**src/rtl/imem_boot_loader.sv**
```systemverilog
// Boot loader and run supervisor: streams a length-prefixed program image into
// instruction memory, releases the core, then watches for halt or timeout.
module imem_boot_loader #(
    parameter int unsigned ADDR_WIDTH     = 10,
    parameter int unsigned TIMEOUT_CYCLES = 1000
) (
    input  logic                  clock_proc,
    input  logic                  rst,
    input  logic                  start,
    input  logic                  in_valid,
    input  logic [7:0]            in_data,
    output logic                  in_ready,
    output logic                  imem_we,
    output logic [ADDR_WIDTH-1:0] imem_addr,
    output logic [31:0]           imem_wdata,
    output logic                  cpu_rst,
    input  logic                  halt,
    output logic [31:0]           cycle_count,
    output logic                  busy,
    output logic                  done,
    output logic                  timeout,
    output logic                  error,
    output logic [2:0]            dbg_state
);

    // Byte handshake: a byte moves only on a cycle where in_valid && in_ready;
    // the source must hold in_data stable until then.
    typedef enum logic [2:0] {
        S_IDLE    = 3'd0,
        S_HDR_LO  = 3'd1,
        S_HDR_HI  = 3'd2,
        S_LOAD    = 3'd3,
        S_RUN     = 3'd4,
        S_HALTED  = 3'd5,
        S_TIMEOUT = 3'd6,
        S_ERROR   = 3'd7
    } state_t;

    localparam logic [31:0] CAPACITY     = 32'd1 << ADDR_WIDTH;
    localparam logic [31:0] TIMEOUT_LAST = 32'(TIMEOUT_CYCLES) - 32'd1;

    state_t                state_q, state_d;
    logic                  in_ready_q, in_ready_d;
    logic                  imem_we_q, imem_we_d;
    logic [ADDR_WIDTH-1:0] imem_addr_q, imem_addr_d;
    logic [31:0]           imem_wdata_q, imem_wdata_d;
    logic                  cpu_rst_q, cpu_rst_d;
    logic [31:0]           cycle_count_q, cycle_count_d;
    logic                  busy_q, busy_d;
    logic                  done_q, done_d;
    logic                  timeout_q, timeout_d;
    logic                  error_q, error_d;
    logic [15:0]           len_q, len_d;
    logic [ADDR_WIDTH:0]   word_idx_q, word_idx_d;
    logic [1:0]            byte_cnt_q, byte_cnt_d;
    logic [23:0]           asm_q, asm_d;

    logic        accept;
    logic [15:0] hdr_len;
    logic        last_word;
    logic        timeout_hit;

    assign accept      = in_valid && in_ready_q;
    assign hdr_len     = {in_data, len_q[7:0]};
    assign last_word   = (32'(word_idx_q) == (32'(len_q) - 32'd1));
    assign timeout_hit = (TIMEOUT_CYCLES != 0) && (cycle_count_q == TIMEOUT_LAST);

    always_comb begin
        state_d       = state_q;
        in_ready_d    = in_ready_q;
        imem_we_d     = 1'b0;
        imem_addr_d   = imem_addr_q;
        imem_wdata_d  = imem_wdata_q;
        cpu_rst_d     = cpu_rst_q;
        cycle_count_d = cycle_count_q;
        busy_d        = busy_q;
        done_d        = done_q;
        timeout_d     = timeout_q;
        error_d       = error_q;
        len_d         = len_q;
        word_idx_d    = word_idx_q;
        byte_cnt_d    = byte_cnt_q;
        asm_d         = asm_q;

        case (state_q)
            S_IDLE, S_HALTED, S_TIMEOUT, S_ERROR: begin
                if (start) begin
                    state_d       = S_HDR_LO;
                    in_ready_d    = 1'b1;
                    cpu_rst_d     = 1'b1;
                    busy_d        = 1'b1;
                    done_d        = 1'b0;
                    timeout_d     = 1'b0;
                    error_d       = 1'b0;
                    cycle_count_d = 32'd0;
                    len_d         = 16'd0;
                    word_idx_d    = '0;
                    byte_cnt_d    = 2'd0;
                end
            end

            S_HDR_LO: begin
                if (accept) begin
                    len_d[7:0] = in_data;
                    state_d    = S_HDR_HI;
                end
            end

            S_HDR_HI: begin
                if (accept) begin
                    len_d = hdr_len;
                    if (hdr_len == 16'd0) begin
                        state_d    = S_RUN;
                        in_ready_d = 1'b0;
                        cpu_rst_d  = 1'b0;
                    end else if (32'(hdr_len) > CAPACITY) begin
                        state_d    = S_ERROR;
                        in_ready_d = 1'b0;
                        busy_d     = 1'b0;
                        error_d    = 1'b1;
                    end else begin
                        state_d = S_LOAD;
                    end
                end
            end

            S_LOAD: begin
                // in_ready low here means this cycle carries the final write strobe.
                if (!in_ready_q) begin
                    state_d   = S_RUN;
                    cpu_rst_d = 1'b0;
                end else if (accept) begin
                    case (byte_cnt_q)
                        2'd0: asm_d[7:0]   = in_data;
                        2'd1: asm_d[15:8]  = in_data;
                        2'd2: asm_d[23:16] = in_data;
                        default: begin
                            imem_we_d    = 1'b1;
                            imem_addr_d  = word_idx_q[ADDR_WIDTH-1:0];
                            imem_wdata_d = {in_data, asm_q};
                            word_idx_d   = word_idx_q + 1'b1;
                            if (last_word) begin
                                in_ready_d = 1'b0;
                            end
                        end
                    endcase
                    byte_cnt_d = byte_cnt_q + 2'd1;
                end
            end

            S_RUN: begin
                if (halt) begin
                    state_d   = S_HALTED;
                    done_d    = 1'b1;
                    cpu_rst_d = 1'b1;
                    busy_d    = 1'b0;
                end else if (timeout_hit) begin
                    state_d   = S_TIMEOUT;
                    timeout_d = 1'b1;
                    cpu_rst_d = 1'b1;
                    busy_d    = 1'b0;
                end else if (cycle_count_q != 32'hFFFF_FFFF) begin
                    cycle_count_d = cycle_count_q + 32'd1;
                end
            end

            default: begin
                state_d = S_IDLE;
            end
        endcase
    end

    always_ff @(posedge clock_proc) begin
        if (rst) begin
            state_q       <= S_IDLE;
            in_ready_q    <= 1'b0;
            imem_we_q     <= 1'b0;
            imem_addr_q   <= '0;
            imem_wdata_q  <= 32'd0;
            cpu_rst_q     <= 1'b1;
            cycle_count_q <= 32'd0;
            busy_q        <= 1'b0;
            done_q        <= 1'b0;
            timeout_q     <= 1'b0;
            error_q       <= 1'b0;
            len_q         <= 16'd0;
            word_idx_q    <= '0;
            byte_cnt_q    <= 2'd0;
            asm_q         <= 24'd0;
        end else begin
            state_q       <= state_d;
            in_ready_q    <= in_ready_d;
            imem_we_q     <= imem_we_d;
            imem_addr_q   <= imem_addr_d;
            imem_wdata_q  <= imem_wdata_d;
            cpu_rst_q     <= cpu_rst_d;
            cycle_count_q <= cycle_count_d;
            busy_q        <= busy_d;
            done_q        <= done_d;
            timeout_q     <= timeout_d;
            error_q       <= error_d;
            len_q         <= len_d;
            word_idx_q    <= word_idx_d;
            byte_cnt_q    <= byte_cnt_d;
            asm_q         <= asm_d;
        end
    end

    assign in_ready    = in_ready_q;
    assign imem_we     = imem_we_q;
    assign imem_addr   = imem_addr_q;
    assign imem_wdata  = imem_wdata_q;
    assign cpu_rst     = cpu_rst_q;
    assign cycle_count = cycle_count_q;
    assign busy        = busy_q;
    assign done        = done_q;
    assign timeout     = timeout_q;
    assign error       = error_q;
    assign dbg_state   = state_q;

endmodule
```
**config.mk**
```make
export PLATFORM = sky130hd
export DESIGN_NAME = imem_boot_loader
export DESIGN_NICKNAME = d
export VERILOG_FILES = /design/src/rtl/imem_boot_loader.sv
export SDC_FILE = /design/constraint.sdc
export NUM_CORES = 1
export LEC_CHECK = 0
export CAP_MARGIN = 15
export CORE_UTILIZATION = 55
export CTS_CLUSTER_SIZE = 8
export DETAILED_ROUTE_END_ITERATION = 7
export DONT_BUFFER_PORTS = 1
export PLACE_DENSITY_LB_ADDON = 0.15
export SLEW_MARGIN = 20
export SYNTH_ARGS = -nofsm -noshare
export SYNTH_HDL_FRONTEND = slang
export SYNTH_SLANG_ARGS = --single-unit
```
**constraint.sdc**
```tcl
create_clock -name clock_proc -period 3.5 [get_ports clock_proc]
set_input_delay 0.35 -clock clock_proc [delete_from_list [all_inputs] [get_ports clock_proc]]
set_output_delay 0.35 -clock clock_proc [all_outputs]
set_load 0.005 [all_outputs]
```
==> results of run 1 <==
==> layout make-up <==
class	count	area [µm²]
multi-input cells	583	3110
clock buffers	17	414
fillers	928	3970
clock inverters	15	189
inverters	16	60.1
flip-flops and latches	137	2740
repair buffers	17	180
well taps	140	175
==> placed cells by master, fill, tap and decap left out, drive strengths merged, types with 2 or more instances in the layout <==
cell / count
or2: 2
and4: 3
clkinv: 6
nor4b: 3
nand4: 17
or4: 3
a211oi: 4
a31oi: 2
xor2: 14
o311ai: 2
o211ai: 3
a21oi: 110
nor3: 18
o21a: 3
nand2: 161
mux2i: 2
o31ai: 2
nand3: 64
dfxtp: 137
and3: 6
or3: 20
bufinv: 3
o21ai: 20
xnor2: 25
dlygate4sd3: 8
ha: 8
nand2b: 2
nor4: 13
buf: 9
nand4b: 4
inv: 21
and2: 2
nor2: 55
nor2b: 2
clkbuf: 17
==> power by group <==
group	switching, mW	leakage [nW]	internal (mW)	total (mW)
clock network	0.713	0.295	1.10	1.81
registers	0.103	1.10	1.61	1.72
logic	0.522	0.840	0.280	0.801
total	1.34	2.24	2.99	4.33
==> layer usage <==
metal / part of all wire, % / track usage, %
met2: 46 / 44.7
met1: 43 / 36.4
met3: 8.6 / 8.41
met4: 2.4 / 10.7
met5: 0 / 0
==> stage by stage <==
| stage | cell area, µm² | total power [mW] |
|---|---|---|
| 4_1_cts | 6870 | 4.34 |
| 6_report | 6870 | 4.33 |
| 2_1_floorplan | 6110 | 2.35 |
| 3_3_place_gp | 6160 | 2.47 |
| 3_5_place_dp | 6160 | 2.50 |
| 5_1_grt | 6870 | 4.52 |
==> worst paths after layout <==
path / from / endpoint / slack, ps / depth (start not counted)
min: rst / cycle_count[30]$_SDFFE_PP0P_ / 40 / 2
max: dbg_state[0]$_SDFFE_PP0P_ / cycle_count[25]$_SDFFE_PP0P_ / 710 / 7
max reg2reg: dbg_state[0]$_SDFFE_PP0P_ / cycle_count[25]$_SDFFE_PP0P_ / 710 / 7
min reg2reg: asm_q[2]$_SDFFE_PP0P_ / imem_wdata[2]$_SDFFE_PP0P_ / 450 / 2
==> sequential cells by signal (all words and copies together) (netlist names) <==
register	flops
asm_q	24
busy	1
byte_cnt_q	2
cpu_rst	1
cycle_count	32
dbg_state	3
done	1
error	1
imem_addr	10
imem_wdata	32
imem_we	1
in_ready	1
len_q	16
timeout	1
word_idx_q	11
==> worst max-delay path, stage by stage (launching register included) <==
cell     delay (ps)
dfxtp_1         500
nor2_4          240
nand2_2         100
or2_4           240
o21ai_0         400
nand4_1         560
or3_1           530
a21oi_1         140
==> cells by family (layout without fill, tap and decap cells) <==
family                     after synthesis  after routing  synth area share, %
buffers and inverters                   62             65                 4.22
xor gates and xnor gates                39             39                 5.59
AOI/OAI and AO/OA                      156            156                 14.3
muxes                                    2              2                0.328
DFF                                    137            137                 44.9
and+or+nand+nor                        378            378                 29.0
adders and majority gates                8              8                 1.64
==> results.md, run 1 <==
- HPWL Detailed: 10200 µm
- Cells taking the most area after synthesis: dfxtp_1 (45%), nand2_1 (9.8%), a21oi_1 (9.0%), nand3_1 (5.2%), xnor2_1 (3.6%)
- Largest fanout on the critical path: 18
- Gr usage total: 28.3%
- Global-route wire length before repair: 25500 µm
- Async SR Flop Fraction: 0%
- Pre-CTS setup slack: 819 ps
- Initial antenna violation count: 0
- Ratio of cells with drive above 1 in the final layout: 6.24%
- Final hold slack: 35.6 ps
- Worst Max-Slew Pin Slew: 721 ps
- Hold Path Class: in -> reg
- CP arrival: 3240 ps
- Starting Density: 56.3%
- Synth Instances: 782
- DIE AREA: 11500 µm²
- Antenna Cells: 0
- Clk_skew: 12.4 ps
- Area Growth Syn to Fin: 12.5%
- Synth top area share: 44.9%
- Seq cells post-synth: 137
- Worst Setup Start Kind: register
- Vias in the first global route: 5052
- Post-cts resize count: 0
- Synth area leader: dfxtp_1
- Final hold violations: 0
- Max Transition Viols Final: 0
- Post-Syn Area: 6110 µm²
- Top post-synthesis cells by count: nand2_1 (160), dfxtp_1 (137), a21oi_1 (110)
- PortBufs: 0
- TNS Setup: 0 ps
- RSZ-0062 raised after global routing: no
- DRC errors left: 0
- Crit path time final: 2790 ps
- WL/cell: 16.8 µm
- Placer congestion estimate: 0.927
- Primary FF master, synth: dfxtp_1
- Vias/cell: 6.01
- Final ANT Viol Nets: 0
- Reg clk slew, reported paths: 60 ps
- Critical Path RT: 3950 ps
- Post-CTS Hold Buffers: 9
- CTS tree: yes
- Peak VDD IR: 412 µV
- DRT iter0 DRCs: 384
- Core area: 10800 µm²
- Clk Latency, worst-skew pair: 520 ps
- Final wirelength: 15600 µm
- Pin count of the biggest net entering global routing: 92
- Final setup vio count: 0
- CTS HTree Levels: 4
- Post-CTS Setup Repair Bufs: 0
- Finished Layout Cells: 925
- Die Span Y: 107 µm
- Final Util: 63.4%
- Unique masters post-synth: 53
- First-pass iteration count of the detailed router: 5
- PnR worst setup slack: 711 ps
- Max Freq: 359 MHz
- Remaining global-route overflow: 0
- Rows: 38
- Final #Nets: 793
- Syn nets: 803
- Worst setup path category: reg -> reg
- Inst Count DP: 884
- I/O pins: 97
- LEAKAGE: 2.24 nW
- Routed vias: 5559
- Max clock buf depth: 2
- Root Buffer: clkbuf_8
- Max Cap Viol: 0
- TritonCTS Buffers: 17
- Syn avg cell area: 7.81 µm²
- CP Capture Type: register
- Relative slew slack: 51.6%
- Die width: 107 µm
- Outcome: finished clean
- Count leader, synth: nand2_1
- Yosys warns: 0
- Register area share after synthesis: 44.9%
- Fin crit share: 79.7%
- EDFF count, synth: 0
- PD cells: 630 nW/µm²
- Clk sinks: 137
Power figures use the tool's default switching activity.
==> run 2, diff against run 1 <==
Clock period 3.5 ns to 2.36 ns, I/O delays scaled along.
==> run 2 against run 1 <==
Net effect:
- utilization increased by 2.9 points
- hold slack got worse by 14 ps
- first-iteration DRC count increased by 15%
- critical path depth increased by 1
- flip-flop and latch count unchanged
- maximum frequency increased by 26%
- wire length increased by 6.3%
- clock skew increased by 4.2 ps
- sequential share of layout area decreased by 1.8 points
- worst setup slack got worse by 570 ps
- die area unchanged
==> results.md, run 2 (synthesis results as in run 1) <==
- Global-route wire length before repair: 26600 µm (+4.4%)
- PortBufs: 0 (unchanged)
- Outcome: finished clean
- Worst setup path category: reg -> reg
- Critical path's top delay family: simple AND/OR/NAND/NOR gates
- Max Freq: 451 MHz (+26%)
- DIE AREA: 11500 µm² (unchanged)
- Peak VDD IR: 484 µV (+17%)
- Clk sinks: 137 (unchanged)
- Final #Nets: 835 (+5.3%)
- R2r startpoint: cycle_count[14]$_SDFFE_PP0P_
- HPWL Detailed: 10800 µm (+5.7%)
- Max Cap Viol: 0 (unchanged)
- Relative slew slack: 59.2% (+7.6 points)
- PD cells: 900 nW/µm² (+43%)
- Worst Setup Start Kind: register
- Rows: 38 (unchanged)
- Final wirelength: 16500 µm (+6.3%)
- Crit path launch: cycle_count[14]$_SDFFE_PP0P_
- Fillers: 919 (-0.97%)
- Final hold slack: 22.1 ps (-13.6 ps)
- Routed vias: 5754 (+3.5%)
- Reg clk slew, reported paths: 60 ps (about the same)
- Antenna Cells: 0 (unchanged)
- DRT iter0 DRCs: 443 (+15%)
- Worst Max-Slew Pin Slew: 612 ps (-109 ps)
- Core area: 10800 µm² (unchanged)
- Crit path to: cycle_count[29]$_SDFFE_PP0P_
- Finished Layout Cells: 967 (+4.5%)
- Crit path buf inv count: 1 (+1)
- CP arrival: 2660 ps (-580 ps)
- Final hold violations: 0 (unchanged)
- TNS Setup: 0 ps (unchanged)
- Clk Latency, worst-skew pair: 530 ps (about the same)
- Fin crit share: 94.0% (+14 points)
- DRC errors left: 0 (unchanged)
- Crit path time final: 2220 ps (-571 ps)
- CP Capture Type: register
- Commonest non-fill, non-tap cell in the layout: nand2_1
- Final Util: 66.3% (+2.9 points)
- Vias/cell: 5.95 (-0.99%)
- Placer congestion estimate: 0.922 (-0.58%)
- Max clock buf depth: 2 (unchanged)
- Multi-input logic area: 3120 µm² (+0.36%)
- Reg-to-reg critical path endpoint: cycle_count[29]$_SDFFE_PP0P_
- Worst-path cell chain: nand4_1 -> nor4_1 -> nand4_1 -> or3_1 -> nand4_1 -> buf_12 -> o21ai_0 -> a21oi_1
- First-pass iteration count of the detailed router: 6 (+1)
- I/O pins: 97 (unchanged)
- Gr usage total: 29.7% (+1.4 points)
- CTS HTree Levels: 4 (unchanged)
- CP max-delay cell: or3_1
- Most frequent cells in the layout: nand2_1 (160), dfxtp_1 (136), a21oi_1 (110)
- Clk_skew: 16.6 ps (+4.24 ps)
- WL/cell: 17.1 µm (+1.7%)
- Final ANT Viol Nets: 0 (unchanged)
- Vias in the first global route: 5422 (+7.3%)
- Starting Density: 56.3% (unchanged)
- Hold Path Class: in -> reg
- Fin area: 7190 µm² (+4.6%)
- Inst Count DP: 921 (+4.2%)
- Area Growth Syn to Fin: 17.7%
- Worst reg-to-reg setup slack: 140 ps (-570 ps)
- Crit-path max cell delay: 450 ps (-110 ps)
- Remaining global-route overflow: 0 (unchanged)
- Final setup vio count: 0 (unchanged)
- Largest fanout on the critical path: 18 (unchanged)
- Ratio of cells with drive above 1 in the final layout: 11.0% (+4.8 points)
- CTS tree: yes
- Worst Reg-to-Reg Cells: 8 (+1)
- CP Depth: 8 (+1)
- Pin count of the biggest net entering global routing: 95 (+3.3%)
- Die width: 107 µm (unchanged)
- TritonCTS Buffers: 17 (unchanged)
- LEAKAGE: 2.45 nW (+9.3%)
- Most common cell on crit path: nand4_1
- Die Span Y: 107 µm (unchanged)
- Root Buffer: clkbuf_8
- Reg area: 2740 µm² (about the same)
- Max Transition Viols Final: 0 (unchanged)
- Critical Path RT: 2810 ps (-1140 ps)
- Placement Cell Area: 6450 µm² (+4.7%)
- Initial antenna violation count: 0 (unchanged)
-- run 2: changes by cell type in the layout (fill, tap and decap cells not counted), sizes merged --
cell / delta
buf: +39
dlygate4sd3: +3
bufinv: -2
clkbuf: +2
clkinv: -1
inv: +1
-- run 2: final cells by class --
type,instances,share of cell area [%]
clock buffer,19,6.14
clock inverter,13,1.84
inverter,16,0.835
multi-input combinational,583,43.4
sequential,137,38.2
tap,140,2.44
timing repair buffer,59,7.17
-- run 2: power breakdown --
part / leakage (nW) / internal [mW] / switching [mW]
Sequential: 1.10 / 2.40 / 0.128
Clock: 0.282 / 1.48 / 1.08
Combinational: 1.06 / 0.524 / 0.865
Total: 2.45 / 4.40 / 2.07
-- run 2: worst min path at each step --
stage / startpoint / to / depth (start not counted)
after detailed placement: rst / imem_addr[6]$_SDFFE_PP0P_ / 1
final: in_data[2] / error$_SDFFE_PP0P_ / 3
after global routing: in_data[2] / error$_SDFFE_PP0P_ / 3
after global placement: rst / word_idx_q[1]$_SDFFE_PP0P_ / 1
after floorplan: in_data[0] / imem_wdata[24]$_SDFFE_PP0P_ / 2
after CTS: in_data[2] / error$_SDFFE_PP0P_ / 3
-- run 2: per-stage QoR --
| stage | worst slack (ps) | power (mW) |
|---|---|---|
| 2_1_floorplan | 115 | 3.48 |
| 3_3_place_gp | 129 | 3.81 |
| 3_5_place_dp | 50.5 | 3.86 |
| 4_1_cts | 44.9 | 6.46 |
| 5_1_grt | -5.40 | 6.73 |
| 6_report | 142 | 6.47 |
-- run 2: repair_timing --
item,CTS,global route
hold buffers,12,0
resized for setup,0,4
setup endpoints to repair,0,21
setup buffers,0,2
hold endpoints to repair,97,0
-- run 2: routing by layer --
metal | vias up | part of all wire (%) | track usage, %
met5 | - | 0 | 0
met4 | 0 | 2.4 | 12.9
met3 | 33 | 8.4 | 7.81
met2 | 210 | 47 | 47.3
met1 | 2728 | 43 | 37.9
li1 | 2783 | - | -
-- run 2: worst min-delay path: stages --
cell and delay (ps):
a21o_1 120, a21oi_1 80, nor2_1 70
==> run 3, diff against run 2 <==
Settings changed: CELL_PAD_IN_SITES_DETAIL_PLACEMENT set to 1, CELL_PAD_IN_SITES_GLOBAL_PLACEMENT set to 2, CORE_UTILIZATION 55 to 39, PLACE_DENSITY_LB_ADDON 0.15 to 0.1.
Clock period 2.36 ns to 2.8 ns, I/O delays scaled along.
==> run 3 against run 2 <==
Net effect:
- critical path depth is 1 lower
- wire length increased by 14%
- via count down 2.6%
- final cell count increased by 3.8%
- worst setup slack better by 230 ps
- non-clock buffer count shrank 34
- global-route usage shrank 5.5 points
- register-to-register slack gained 230 ps
==> results.md, run 3 (synthesis results as in run 1) <==
- Outcome: finished clean
- Gr usage total: 24.2% (-5.5 points)
- Critical Path RT: 3160 ps (+350 ps)
- Most frequent cells in the layout: nand2_1 (160), dfxtp_1 (137), a21oi_1 (110)
- Worst reg-to-reg setup slack: 370 ps (+230 ps)
- Clk sinks: 137 (unchanged)
- PD cells: 777 nW/µm² (-14%)
- Fin crit share: 86.9% (-7.1 points)
- Comb power frac: 20.2% (-1.3 points)
- Ratio of cells with drive above 1 in the final layout: 7.06% (-3.9 points)
- Worst Reg-to-Reg Cells: 7 (-1)
- Area Growth Syn to Fin: 14.6%
- Peak VDD IR: 446 µV (-7.7%)
- Routed vias: 5607 (-2.6%)
- Int Power: 3.72 mW (-15%)
- HPWL Detailed: 12700 µm (+17%)
- DIE AREA: 16200 µm² (+40%)
- CTS HTree Levels: 4 (unchanged)
- Clk_skew: 6.28 ps (-10.3 ps)
- Hold path depth: 2 (-1)
- CTS tree: yes
- Remaining global-route overflow: 0 (unchanged)
- Vias in the first global route: 5690 (+4.9%)
- Final wirelength: 18900 µm (+14%)
- Max Freq: 411 MHz (-8.8%)
- CP arrival: 2790 ps (+130 ps)
- Sw Ratio: 31.6% (-0.41 points)
- Max Cap Viol: 0 (unchanged)
- Worst setup path category: reg -> reg
- Inst Count DP: 963 (+4.6%)
- Die width: 127 µm (+18%)
- Final ANT Viol Nets: 0 (unchanged)
- Sequential share of power: 39.4% (+0.4 points)
- Placement Cell Area: 6310 µm² (-2.2%)
- Die Span Y: 127 µm (+18%)
- Worst Max-Slew Pin Slew: 659 ps (+47.6 ps)
- Starting Density: 40.0% (-16 points)
- Rows: 45 (+18%)
- Relative slew slack: 56.1% (-3.2 points)
- DRT iter0 DRCs: 321 (-28%)
- Finished Layout Cells: 1004 (+3.8%)
- TNS Setup: 0 ps (unchanged)
- Reg clk slew, reported paths: 60 ps (about the same)
- TritonCTS Buffers: 17 (unchanged)
- Fin area: 7000 µm² (-2.6%)
- RSZ-0062 raised after global routing: no
- Switching power: 1.72 mW (-17%)
- PortBufs: 0 (unchanged)
- Initial antenna violation count: 0 (unchanged)
- Placer congestion estimate: 0.836 (-9.3%)
- Root Buffer: clkbuf_16
- First-pass iteration count of the detailed router: 4 (-2)
- Largest fanout on the critical path: 17 (-1)
- Final hold violations: 0 (unchanged)
- R2r startpoint: dbg_state[1]$_SDFFE_PP0P_
- Commonest non-fill, non-tap cell in the layout: nand2_1
- Antenna Cells: 0 (unchanged)
- Final #Nets: 801 (-4.1%)
- Fillers: 1859 (+100%)
- Worst Setup Start Kind: register
- Core area: 15300 µm² (+41%)
- Hold Path Class: in -> reg
- Vias/cell: 5.58 (-6.1%)
- Reg-to-reg critical path endpoint: cycle_count[24]$_SDFFE_PP0P_
- Clk Latency, worst-skew pair: 430 ps (-100 ps)
- WL/cell: 18.8 µm (+9.9%)
- DRC errors left: 0 (unchanged)
- I/O pins: 97 (unchanged)
- LEAKAGE: 2.26 nW (-7.6%)
- Global-route wire length before repair: 30500 µm (+15%)
- Hold path startpoint: in_data[7]
- Post-CTS Setup Repair Bufs: 0 (unchanged)
- Pin count of the biggest net entering global routing: 92 (-3.2%)
- Hold path endpoint: asm_q[15]$_SDFFE_PP0P_
- Max Transition Viols Final: 0 (unchanged)
- Final setup vio count: 0 (unchanged)
- CP Capture Type: register
- Max clock buf depth: 2 (unchanged)
- Clk pwr share: 40.4% (+0.8 points)
- Crit path time final: 2430 ps (+215 ps)
run 3: changes by cell type in the layout (fill, tap and decap cells not counted), sizes merged:
cell and delta:
inv -5, clkinvlp +1, buf -31, dlygate4sd3 -3, clkbuf +4
run 3: power groups by stage:
stage / registers [mW] / logic, mW / clock network, mW
6_report: 2.14 / 1.10 / 2.20
5_1_grt: 2.16 / 1.21 / 2.32
4_1_cts: 2.14 / 1.10 / 2.23
3_5_place_dp: 2.19 / 1.05 / 0
3_3_place_gp: 2.18 / 1.01 / 0
2_1_floorplan: 2.13 / 0.810 / 0
run 3: layout make-up:
| class | instances | area [µm²] | share of cell area, % |
|---|---|---|---|
| inverter | 16 | 60.1 | 0.858 |
| sequential | 137 | 2740 | 39.2 |
| multi-input combinational | 583 | 3120 | 44.5 |
| tap | 211 | 264 | 3.77 |
| timing repair buffer | 25 | 240 | 3.43 |
| clock buffer | 23 | 488 | 6.97 |
| clock inverter | 9 | 90.1 | 1.29 |
run 3: worst max-delay path, cell delays in order (launching register included):
cell and delay, ps:
dfxtp_1 440, nor2_4 200, nand2_2 100, or2_4 250, o21a_1 190, or3_1 600, or3_1 430, a21oi_1 140
run 3: metal layers:
layer  routed length, µm  vias to the layer above  share of wire [%]  track usage (%)
met2                8900                      128                 47             39.7
met3                1170                       24                6.2             7.54
met1                8500                     2739                 45             30.3
met5                   0                        -                  0                0
li1                    -                     2716                  -                -
met4                 290                        0                1.5             7.42
run 3: how the worst max path moves through the flow:
stage	end	start	cells past startpoint
2_1_floorplan	cycle_count[30]$_SDFFE_PP0P_	dbg_state[1]$_SDFFE_PP0P_	11
3_3_place_gp	cycle_count[24]$_SDFFE_PP0P_	cycle_count[31]$_SDFFE_PP0P_	7
3_5_place_dp	cycle_count[24]$_SDFFE_PP0P_	cycle_count[10]$_SDFFE_PP0P_	7
4_1_cts	cycle_count[20]$_SDFFE_PP0P_	cycle_count[10]$_SDFFE_PP0P_	7
5_1_grt	cycle_count[26]$_SDFFE_PP0P_	cycle_count[10]$_SDFFE_PP0P_	7
6_report	cycle_count[24]$_SDFFE_PP0P_	dbg_state[1]$_SDFFE_PP0P_	7
run 3: per-stage QoR:
step	hold WS, ps	setup slack (ps)	total power, mW	utilization (%)
finish	8.07	367	5.44	45.9
global route	2.26	100	5.70	45.9
CTS	0.0754	218	5.48	45.8
detailed placement	372	269	3.24	41.4
global placement	369	361	3.20	41.4
floorplan	416	555	2.94	-
run 3: what timing repair did:
action / in CTS / in global routing
resized for setup: 0 / 1
setup endpoints to repair: 0 / 12
hold buffers: 9 / 0
hold endpoints to repair: 91 / 0
